### src/rtl/pong_score_ctrl.sv
// Pong match sequencer and two-digit BCD scoreboard feeding the text renderer.
// Define SCORE_DEUCE_EN to require a two-point lead to win (win by two).
module pong_score_ctrl #(
  parameter int unsigned WIN_SCORE   = 11,
  parameter int unsigned SERVE_DELAY = 120
) (
  input  logic       clk_i,
  input  logic       reset_i,
  input  logic       refr_tick_i,
  input  logic       start_i,
  input  logic       p1_point_i,
  input  logic       p2_point_i,
  output logic [3:0] dig3_o,
  output logic [3:0] dig2_o,
  output logic [3:0] dig1_o,
  output logic [3:0] dig0_o,
  output logic       serve_o,
  output logic       game_active_o,
  output logic       game_over_o,
  output logic [1:0] winner_o
);

  localparam int unsigned CNT_W = 10;
  localparam int unsigned BIN_W = 7;

  localparam logic [CNT_W-1:0] CNT_LAST = CNT_W'(SERVE_DELAY - 1);
  localparam logic [BIN_W-1:0] WIN_BIN  = BIN_W'(WIN_SCORE);
  localparam logic [BIN_W-1:0] BIN_MAX  = BIN_W'(99);
  localparam logic [7:0]       BCD_MAX  = 8'h99;

  typedef enum logic [1:0] {
    S_IDLE  = 2'd0,
    S_SERVE = 2'd1,
    S_PLAY  = 2'd2,
    S_OVER  = 2'd3
  } state_e;

  state_e           state_q;
  logic [CNT_W-1:0] cnt_q;
  logic [7:0]       p1_bcd_q, p2_bcd_q;
  logic [BIN_W-1:0] p1_bin_q, p2_bin_q;
  logic             serve_q, active_q, over_q;
  logic [1:0]       winner_q;

  logic [7:0]       p1_bcd_d, p2_bcd_d;
  logic [BIN_W-1:0] p1_bin_d, p2_bin_d;
  logic             p1_win_c, p2_win_c;

  // Saturating BCD increment: ones wrap 9->0 with carry, 99 holds.
  function automatic logic [7:0] bcd_inc(input logic [7:0] v);
    logic [7:0] r;
    r = v;
    if (v == BCD_MAX) begin
      r = v;
    end else if (v[3:0] == 4'd9) begin
      r = {v[7:4] + 4'd1, 4'd0};
    end else begin
      r = {v[7:4], v[3:0] + 4'd1};
    end
    return r;
  endfunction

  // Candidate scores if the corresponding player scores this cycle.
  always_comb begin
    p1_bcd_d = bcd_inc(p1_bcd_q);
    p2_bcd_d = bcd_inc(p2_bcd_q);
    p1_bin_d = (p1_bin_q == BIN_MAX) ? p1_bin_q : p1_bin_q + BIN_W'(1);
    p2_bin_d = (p2_bin_q == BIN_MAX) ? p2_bin_q : p2_bin_q + BIN_W'(1);
  end

`ifdef SCORE_DEUCE_EN
  localparam logic [BIN_W:0] LEAD = (BIN_W+1)'(2);

  // Win needs the target plus a two-point lead; reaching 99 ends it regardless.
  assign p1_win_c = ((p1_bin_d >= WIN_BIN) &&
                     ({1'b0, p1_bin_d} >= ({1'b0, p2_bin_q} + LEAD))) ||
                    (p1_bin_d == BIN_MAX);
  assign p2_win_c = ((p2_bin_d >= WIN_BIN) &&
                     ({1'b0, p2_bin_d} >= ({1'b0, p1_bin_q} + LEAD))) ||
                    (p2_bin_d == BIN_MAX);
`else
  assign p1_win_c = (p1_bin_d == WIN_BIN);
  assign p2_win_c = (p2_bin_d == WIN_BIN);
`endif

  // Match sequencer; every output is a register updated here.
  always_ff @(posedge clk_i) begin
    if (reset_i) begin
      state_q  <= S_IDLE;
      cnt_q    <= '0;
      p1_bcd_q <= '0;
      p2_bcd_q <= '0;
      p1_bin_q <= '0;
      p2_bin_q <= '0;
      serve_q  <= 1'b0;
      active_q <= 1'b0;
      over_q   <= 1'b0;
      winner_q <= 2'b00;
    end else begin
      serve_q <= 1'b0;
      case (state_q)
        S_IDLE, S_OVER: begin
          if (start_i) begin
            p1_bcd_q <= '0;
            p2_bcd_q <= '0;
            p1_bin_q <= '0;
            p2_bin_q <= '0;
            winner_q <= 2'b00;
            cnt_q    <= '0;
            over_q   <= 1'b0;
            active_q <= 1'b1;
            state_q  <= S_SERVE;
          end
        end
        S_SERVE: begin
          if (refr_tick_i) begin
            if (cnt_q == CNT_LAST) begin
              serve_q <= 1'b1;
              cnt_q   <= '0;
              state_q <= S_PLAY;
            end else begin
              cnt_q <= cnt_q + CNT_W'(1);
            end
          end
        end
        S_PLAY: begin
          // Simultaneous point pulses cancel out.
          if (p1_point_i != p2_point_i) begin
            if (p1_point_i) begin
              p1_bcd_q <= p1_bcd_d;
              p1_bin_q <= p1_bin_d;
            end else begin
              p2_bcd_q <= p2_bcd_d;
              p2_bin_q <= p2_bin_d;
            end
            if ((p1_point_i && p1_win_c) || (p2_point_i && p2_win_c)) begin
              winner_q <= p1_point_i ? 2'b01 : 2'b10;
              over_q   <= 1'b1;
              active_q <= 1'b0;
              state_q  <= S_OVER;
            end else begin
              cnt_q   <= '0;
              state_q <= S_SERVE;
            end
          end
        end
        default: begin
          state_q <= S_IDLE;
        end
      endcase
    end
  end

  assign dig3_o        = p1_bcd_q[7:4];
  assign dig2_o        = p1_bcd_q[3:0];
  assign dig1_o        = p2_bcd_q[7:4];
  assign dig0_o        = p2_bcd_q[3:0];
  assign serve_o       = serve_q;
  assign game_active_o = active_q;
  assign game_over_o   = over_q;
  assign winner_o      = winner_q;

endmodule

### config.mk
export PLATFORM = sky130hd
export DESIGN_NAME = pong_score_ctrl
export DESIGN_NICKNAME = d
export VERILOG_FILES = /design/src/rtl/pong_score_ctrl.sv
export SDC_FILE = /design/constraint.sdc
export NUM_CORES = 1
export LEC_CHECK = 0
export ABC_AREA = 1
export BUFFER_PORTS_ARGS = -buffer_cell sky130_fd_sc_hd__clkbuf_2
export CORE_UTILIZATION = 35
export CTS_BUF_LIST = sky130_fd_sc_hd__clkbuf_4
export CTS_CLUSTER_SIZE = 8
export DETAILED_ROUTE_END_ITERATION = 16
export HOLD_SLACK_MARGIN = 0.03
export PLACE_DENSITY = 0.54
export SETUP_SLACK_MARGIN = 0.3
export SLEW_MARGIN = 40
export SYNTH_ARGS = -nofsm -noshare
export SYNTH_HDL_FRONTEND = slang
export SYNTH_SLANG_ARGS = --single-unit
### constraint.sdc
create_clock -name clk_i -period 3.1 [get_ports clk_i]
set_input_delay 0.31 -clock clk_i [delete_from_list [all_inputs] [get_ports clk_i]]
set_output_delay 0.31 -clock clk_i [all_outputs]
set_load 0.03 [all_outputs]
==> results of run 1 <==
[kinds of logic (layout without fill, tap and decap cells)]
kind of cell	after synthesis	after routing	synth area share, %
buf+inv	67	94	10.14
fa+ha+maj	14	14	6.256
xor+xnor	3	3	0.9385
flops	47	47	33.60
compound gates	69	69	12.78
simple gates	226	226	36.28
[power breakdown]
group | switching (mW) | internal [mW]
Sequential | 0.136 | 0.725
Clock | 0.200 | 0.106
Combinational | 0.799 | 0.371
Total | 1.13 | 1.20
[cell usage in the layout, fill, tap and decap left out, types with 2 or more instances in the layout]
master,n
o21ai_1,2
o21ai_0,12
nor3_1,12
clkbuf_2,26
ha_1,14
nand3_1,32
a21oi_1,50
clkbuf_4,7
a211oi_1,4
xor2_1,2
nand2_1,101
or2_2,4
nor2_1,51
inv_1,56
and3_1,2
inv_2,2
nand3_2,2
dfxtp_1,47
nand4_1,9
nand3b_1,3
buf_4,2
nand2_2,3
[through the flow]
| stage | cells | worst slack (ns) | instance area, um^2 | hold WS [ns] | util (%) |
|---|---|---|---|---|---|
| finish | 555 | 0.8977 | 3064 | 0.2024 | 39.65 |
| global route | 555 | 0.5399 | 3064 | 0.2120 | 39.65 |
| CTS | 555 | 0.8844 | 3064 | 0.1919 | 39.65 |
| detailed placement | 547 | 0.9003 | 3007 | 0.4614 | 38.91 |
| global placement | 547 | 0.9552 | 3007 | 0.4543 | 38.91 |
| floorplan | 426 | 1.332 | 2800 | 0.4509 | - |
[sequential cells by signal, indices dropped and copies added (netlist names)]
name	cells
p1_bcd_q	8
cnt_q	10
state_q	2
p2_bcd_q	8
p1_bin_q	7
game_over_o	1
winner_o	2
game_active_o	1
serve_o	1
p2_bin_q	7
[worst max path at each step]
stage | start | endpoint | slack [ns] | cells past startpoint
finish | state_q[0]$_SDFFE_PP0P_ | p2_bcd_q[2]$_SDFFE_PP0P_ | 0.90 | 10
global route | state_q[0]$_SDFFE_PP0P_ | p1_bcd_q[3]$_SDFFE_PP0P_ | 0.54 | 10
CTS | state_q[0]$_SDFFE_PP0P_ | p2_bcd_q[2]$_SDFFE_PP0P_ | 0.88 | 10
detailed placement | state_q[0]$_SDFFE_PP0P_ | p2_bcd_q[2]$_SDFFE_PP0P_ | 0.90 | 10
global placement | state_q[0]$_SDFFE_PP0P_ | p1_bcd_q[3]$_SDFFE_PP0P_ | 0.96 | 10
floorplan | state_q[0]$_SDFFE_PP0P_ | p1_bcd_q[5]$_SDFFE_PP0P_ | 1.33 | 13
[worst register-to-register path: stages (launching register included)]
cell	delay, ns
dfxtp_1	0.39
inv_1	0.06
ha_1	0.33
inv_2	0.20
a21oi_1	0.05
o21ai_0	0.10
nand2_2	0.13
nor2_1	0.18
nand2_1	0.12
o21ai_0	0.42
nor3_1	0.12
[cells in the mapped netlist]
library cell,instances
nand2_1,101
inv_1,56
nor2_1,51
a21oi_1,50
dfxtp_1,47
nand3_1,32
ha_1,14
nor3_1,12
o21ai_0,12
nand4_1,9
a211oi_1,4
buf_6,4
or2_2,4
clkbuf_1,3
nand2_2,3
nand3b_1,3
and3_1,2
buf_2,2
inv_2,2
nand3_2,2
o21ai_1,2
xor2_1,2
and2_1,1
nand2_4,1
nor2_2,1
nor2_4,1
nor3_4,1
nor3b_2,1
nor4_1,1
o21bai_1,1
xnor2_1,1
[area by class of cell]
| cell class | instances | area share (%) |
|---|---|---|
| multi-input cells | 312 | 51.41 |
| flip-flops and latches | 47 | 30.71 |
| inverters | 58 | 7.105 |
| repair buffers | 28 | 4.737 |
| well taps | 102 | 4.165 |
| clock buffers | 7 | 1.715 |
| clock inverters | 1 | 0.1633 |
[routing by layer]
layer  routed length, um  track usage (%)
met5                   0                0
met4                  59            4.365
met2                2845            25.75
met1                3234            20.95
met3                 175            3.099
==> impl_metrics.json, run 1 <==
{
  "clock.fmax_ghz": 0.4541,
  "drive_gt1_share_pct": 11.48,
  "place_congestion": 0.7982,
  "die_y_um": 91.45,
  "wire_per_inst_um": 11.38,
  "wirelength_um": 6315,
  "drtAntennaViolNets": 0,
  "ctsResizeCount": 0,
  "drc": 0,
  "ioPinCount": 27,
  "path_buf_inv": 2,
  "p_leak_nw": 1.400,
  "r2r_end": "p2_bcd_q[2]$_SDFFE_PP0P_",
  "grt_pass1_vias": 2404,
  "skew_ns": 0.01093,
  "row_count": 32,
  "path_cells": "inv_1 > ha_1 > inv_2 > a21oi_1 > o21ai_0 > nand2_2 > nor2_1 > nand2_1 > o21ai_0 > nor3_1",
  "dr.pass1.iters": 6,
  "syn_nets": 446,
  "synth_top_area_cell": "dfxtp_1",
  "critical_path_required_ns": 3.35,
  "hold_depth": 3,
  "r2r_slack_ns": 0.90,
  "clock_insertion_delay_worst_skew_ns": 0.36,
  "arrival_ns": 2.45,
  "ctsHoldBuffers": 0,
  "cts_root_buffer": "clkbuf_4",
  "synth_warnings": 0,
  "cts_tree": "done",
  "core_area_um2": 7727,
  "r2r-start": "state_q[0]$_SDFFE_PP0P_",
  "critPathMaxFanout": 9,
  "numCtsBuffers": 5,
  "finalSetupViolCount": 0,
  "fp.dieW_um": 91.45,
  "drtIter0Drc": 89,
  "cp_top_family": "compound AO/OA/AOI/OAI gates",
  "dp_hpwl_um": 4639,
  "start_util_pct": 36.24,
  "grt_start_max_net_pins": 22,
  "synth_cells": 426,
  "grt_antenna_before_repair": 0,
  "p_total_mw": 2.338,
  "fin_crit_ns": 2.202,
  "fin_tns_setup_ns": 0,
  "ys_top_cells_by_area": "dfxtp_1 34%, nand2_1 14%, a21oi_1 8.9%, inv_1 7.5%, nor2_1 6.8%",
  "finalNetCount": 472,
  "final-seq-area_um2": 940.9,
  "worst_r2r_path_depth": 10,
  "crit_path_end_kind": "flip-flop",
  "clk_path_buf_depth": 2,
  "period_share_pct": 71.04,
  "relSlewSlack_pct": 67.32,
  "synth_area_um2": 2800,
  "portBuffers": 26,
  "maxSlewViolCount": 0,
  "hold_start": "refr_tick_i",
  "grt_pass1_wl_um": 10820,
  "rsz0062_at_grt": "false",
  "synthToLayoutAreaGrowth_pct": 9.428,
  "overflow": 0,
  "seq_area_frac_synth_pct": 33.60,
  "multi_input_area_um2": 1575,
  "worst_pin_slew_ns": 0.4851,
  "cts_sinks": 47,
  "ys_ff_latch": 47,
  "holdPathEnd": "serve_o$_SDFF_PP0_",
  "synth_top_area_share_pct": 33.60,
  "yosysUniqueCellTypes": 31,
  "clk_pin_slew_worst_paths_ns": 0.14,
  "via_count": 2671,
  "hold_viol": 0,
  "power.density_nw_per_um2": 762.9,
  "crit_path_frequent_cell": "o21ai_0",
  "cpPeakStageDelay_ns": 0.42,
  "cp_slowest_cell": "o21ai_0",
  "ir_drop_uv": 238.5,
  "viasPerCell": 4.813,
  "grt_use_total_pct": 15.75,
  "diodes": 0,
  "crit_type": "flip-flop to flip-flop",
  "worstSetupStartpointType": "flip-flop",
  "avgSynthCellArea_um2": 6.573,
  "status": "complete, no violations",
  "fillers": 837,
  "dieArea_um2": 8362,
  "max_cap_violations": 0,
  "htree_levels": 2,
  "hp-class": "input port to flip-flop",
  "cts_setup_buffers": 0
}
(Power assumes the default switching activity.)
==> run 2: changes to the inputs <==
--- a/config.mk
+++ b/config.mk
@@ -12,7 +12,7 @@
 export CTS_CLUSTER_SIZE = 8
 export DETAILED_ROUTE_END_ITERATION = 16
 export HOLD_SLACK_MARGIN = 0.03
-export PLACE_DENSITY = 0.54
+export PLACE_DENSITY = 0.56
 export SETUP_SLACK_MARGIN = 0.3
 export SLEW_MARGIN = 40
 export SYNTH_ARGS = -nofsm -noshare
==> constraint.sdc (replaced) <==
create_clock -name clk_i -period 2 [get_ports clk_i]
set_input_delay 0.2 -clock clk_i [delete_from_list [all_inputs] [get_ports clk_i]]
set_output_delay 0.2 -clock clk_i [all_outputs]
set_load 0.03 [all_outputs]
==> run 2 against run 1 <==
Hold slack got worse by 0.11 ns. Utilization increased by 7.5 points. Worst setup slack got worse by 0.61 ns. Clock power increased by 49%. Wire length increased by 13%. Die area unchanged. Cell count increased by 5.9%. Critical endpoint is now state_q[1]$_SDFFE_PP0P_. Largest power group unchanged. Highest routed layer unchanged.
==> impl_metrics.json, run 2 (synthesis results as in run 1) <==
{
  "holdPathEnd": "serve_o$_SDFF_PP0_",
  "drive_gt1_share_pct": 32.92,
  "max_cap_violations": 0,
  "r2r_slack_ns": 0.29,
  "start_util_pct": 36.24,
  "place_congestion": 0.8038,
  "drtAntennaViolNets": 0,
  "regMostFlops": "cnt_q",
  "status": "complete, no violations",
  "viasPerCell": 4.867,
  "diodes": 0,
  "drtIter0Drc": 86,
  "clock_insertion_delay_worst_skew_ns": 0.36,
  "layout_commonest_cell": "nand2_1",
  "grt_start_max_net_pins": 22,
  "critPathMaxFanout": 6,
  "layout_common_cells": "84 x nand2_1, 46 x inv_1, 43 x a21oi_1",
  "relSlewSlack_pct": 77.06,
  "arrival_ns": 2.02,
  "core_area_um2": 7727,
  "grt_antenna_before_repair": 0,
  "maxSlewViolCount": 0,
  "fin_tns_setup_ns": 0,
  "numCtsBuffers": 5,
  "grt_pass1_wl_um": 11270,
  "rsz0062_at_grt": "true",
  "path_buf_inv": 1,
  "wirelength_um": 7141,
  "hold_start": "refr_tick_i",
  "row_count": 32,
  "synthToLayoutAreaGrowth_pct": 30.07,
  "die_y_um": 91.45,
  "htree_levels": 2,
  "ir_drop_uv": 500.7,
  "path_cells": "ha_4 > inv_4 > nand2_1 > nand2_2 > nand2_1 > nor2_1 > nand2_1 > nor2_2 > nand2_2 > nand2_4 > nand2_8 > nand2_1 > nand2_1 > a21oi_2",
  "cp_top_family": "simple AND/OR/NAND/NOR gates",
  "overflow": 0,
  "ioPinCount": 27,
  "drc": 0,
  "dr.pass1.iters": 5,
  "skew_ns": 0.006360,
  "cp_slowest_cell": "dfxtp_2",
  "grt_pass1_vias": 2465,
  "p_total_mw": 4.394,
  "worst_pin_slew_ns": 0.3415,
  "p_leak_nw": 1.618,
  "ctsHoldBuffers": 0,
  "worst_r2r_path_depth": 14,
  "crit_path_end_kind": "flip-flop",
  "top_regs": "cnt_q (10), p1_bcd_q (8), p2_bcd_q (8)",
  "clk_path_buf_depth": 2,
  "cpPeakStageDelay_ns": 0.36,
  "dp_hpwl_um": 4738,
  "fin_hold_ws_ns": 0.08812,
  "cts_sinks": 47,
  "hold_viol": 0,
  "wire_per_inst_um": 12.14,
  "largest_reg_flops": 10,
  "finalNetCount": 505,
  "cts_root_buffer": "clkbuf_4",
  "clk_pin_slew_worst_paths_ns": 0.14,
  "placed_area_um2": 3090,
  "design_area_um2": 3642,
  "crit_path_frequent_cell": "nand2_1",
  "hold_depth": 3,
  "finalSetupViolCount": 0,
  "grt_use_total_pct": 16.46,
  "cts_tree": "done",
  "clock.fmax_ghz": 0.5832,
  "via_count": 2862,
  "fin_crit_ns": 1.715,
  "period_share_pct": 85.73,
  "power.density_nw_per_um2": 1206,
  "utilization_pct": 47.13,
  "portBuffers": 26,
  "critical_path_required_ns": 2.31,
  "r2r-start": "p1_bin_q[1]$_SDFFE_PP0P_",
  "worstSetupStartpointType": "flip-flop",
  "r2r_end": "state_q[1]$_SDFFE_PP0P_",
  "fp.dieW_um": 91.45,
  "hp-class": "input port to flip-flop",
  "dieArea_um2": 8362,
  "crit_type": "flip-flop to flip-flop"
}
-- run 2: changes by cell type in the layout (fill, tap and decap cells not counted), sizes merged --
cell,change
buf,+31
clkinv,+2
nand2,+2
clkbuf,-1
inv,-1
-- run 2: final cells by class --
| type | instances | area, um^2 |
|---|---|---|
| multi-input cells | 314 | 1888 |
| well taps | 102 | 127.6 |
| clock buffers | 6 | 45.04 |
| flip-flops and latches | 47 | 959.7 |
| repair buffers | 59 | 381.6 |
| inverters | 58 | 232.7 |
| fillers | 779 | 4085 |
| clock inverters | 2 | 7.507 |
-- run 2: metrics by stage --
stage / setup slack (ns) / instances
6_report: 0.2854 / 588
5_1_grt: 0.1422 / 588
4_1_cts: 0.2787 / 569
3_5_place_dp: 0.04010 / 555
3_3_place_gp: 0.05376 / 555
2_1_floorplan: 0.2759 / 426
-- run 2: tightest hold or removal path, cell delays in order --
cell	delay, ns
clkbuf_2	0.08
inv_1	0.08
nor4_1	0.06
-- run 2: how the worst max path moves through the flow --
stage | start | endpoint | cells after the start
finish | p1_bin_q[1]$_SDFFE_PP0P_ | state_q[1]$_SDFFE_PP0P_ | 14
floorplan | state_q[0]$_SDFFE_PP0P_ | p1_bcd_q[5]$_SDFFE_PP0P_ | 13
detailed placement | p1_bin_q[0]$_SDFFE_PP0P_ | state_q[1]$_SDFFE_PP0P_ | 13
CTS | p2_bin_q[0]$_SDFFE_PP0P_ | state_q[1]$_SDFFE_PP0P_ | 13
global placement | p1_bin_q[0]$_SDFFE_PP0P_ | state_q[1]$_SDFFE_PP0P_ | 13
global route | p1_bin_q[1]$_SDFFE_PP0P_ | cnt_q[0]$_SDFFE_PP0P_ | 13
-- run 2: power by group --
group	internal (mW)	switching [mW]
clock network	0.145	0.312
logic	1.01	1.56
registers	1.14	0.227
total	2.29	2.10
-- run 2: per-layer routing --
metal / up-vias / track usage [%] / routed length [um]
met3: 9 / 2.764 / 247
li1: 1507 / - / -
met2: 43 / 25.69 / 3279
met5: - / 0 / 0
met4: 0 / 5.423 / 115
met1: 1303 / 22.88 / 3498
-- run 2: timing repair --
| action | 4_1_cts | 5_1_grt |
|---|---|---|
| pin swaps | 5 | 38 |
| endpoints found under the setup margin | 36 | 41 |
| gates cloned | 0 | 2 |
| setup buffers | 6 | 17 |
| resized for setup | 23 | 76 |
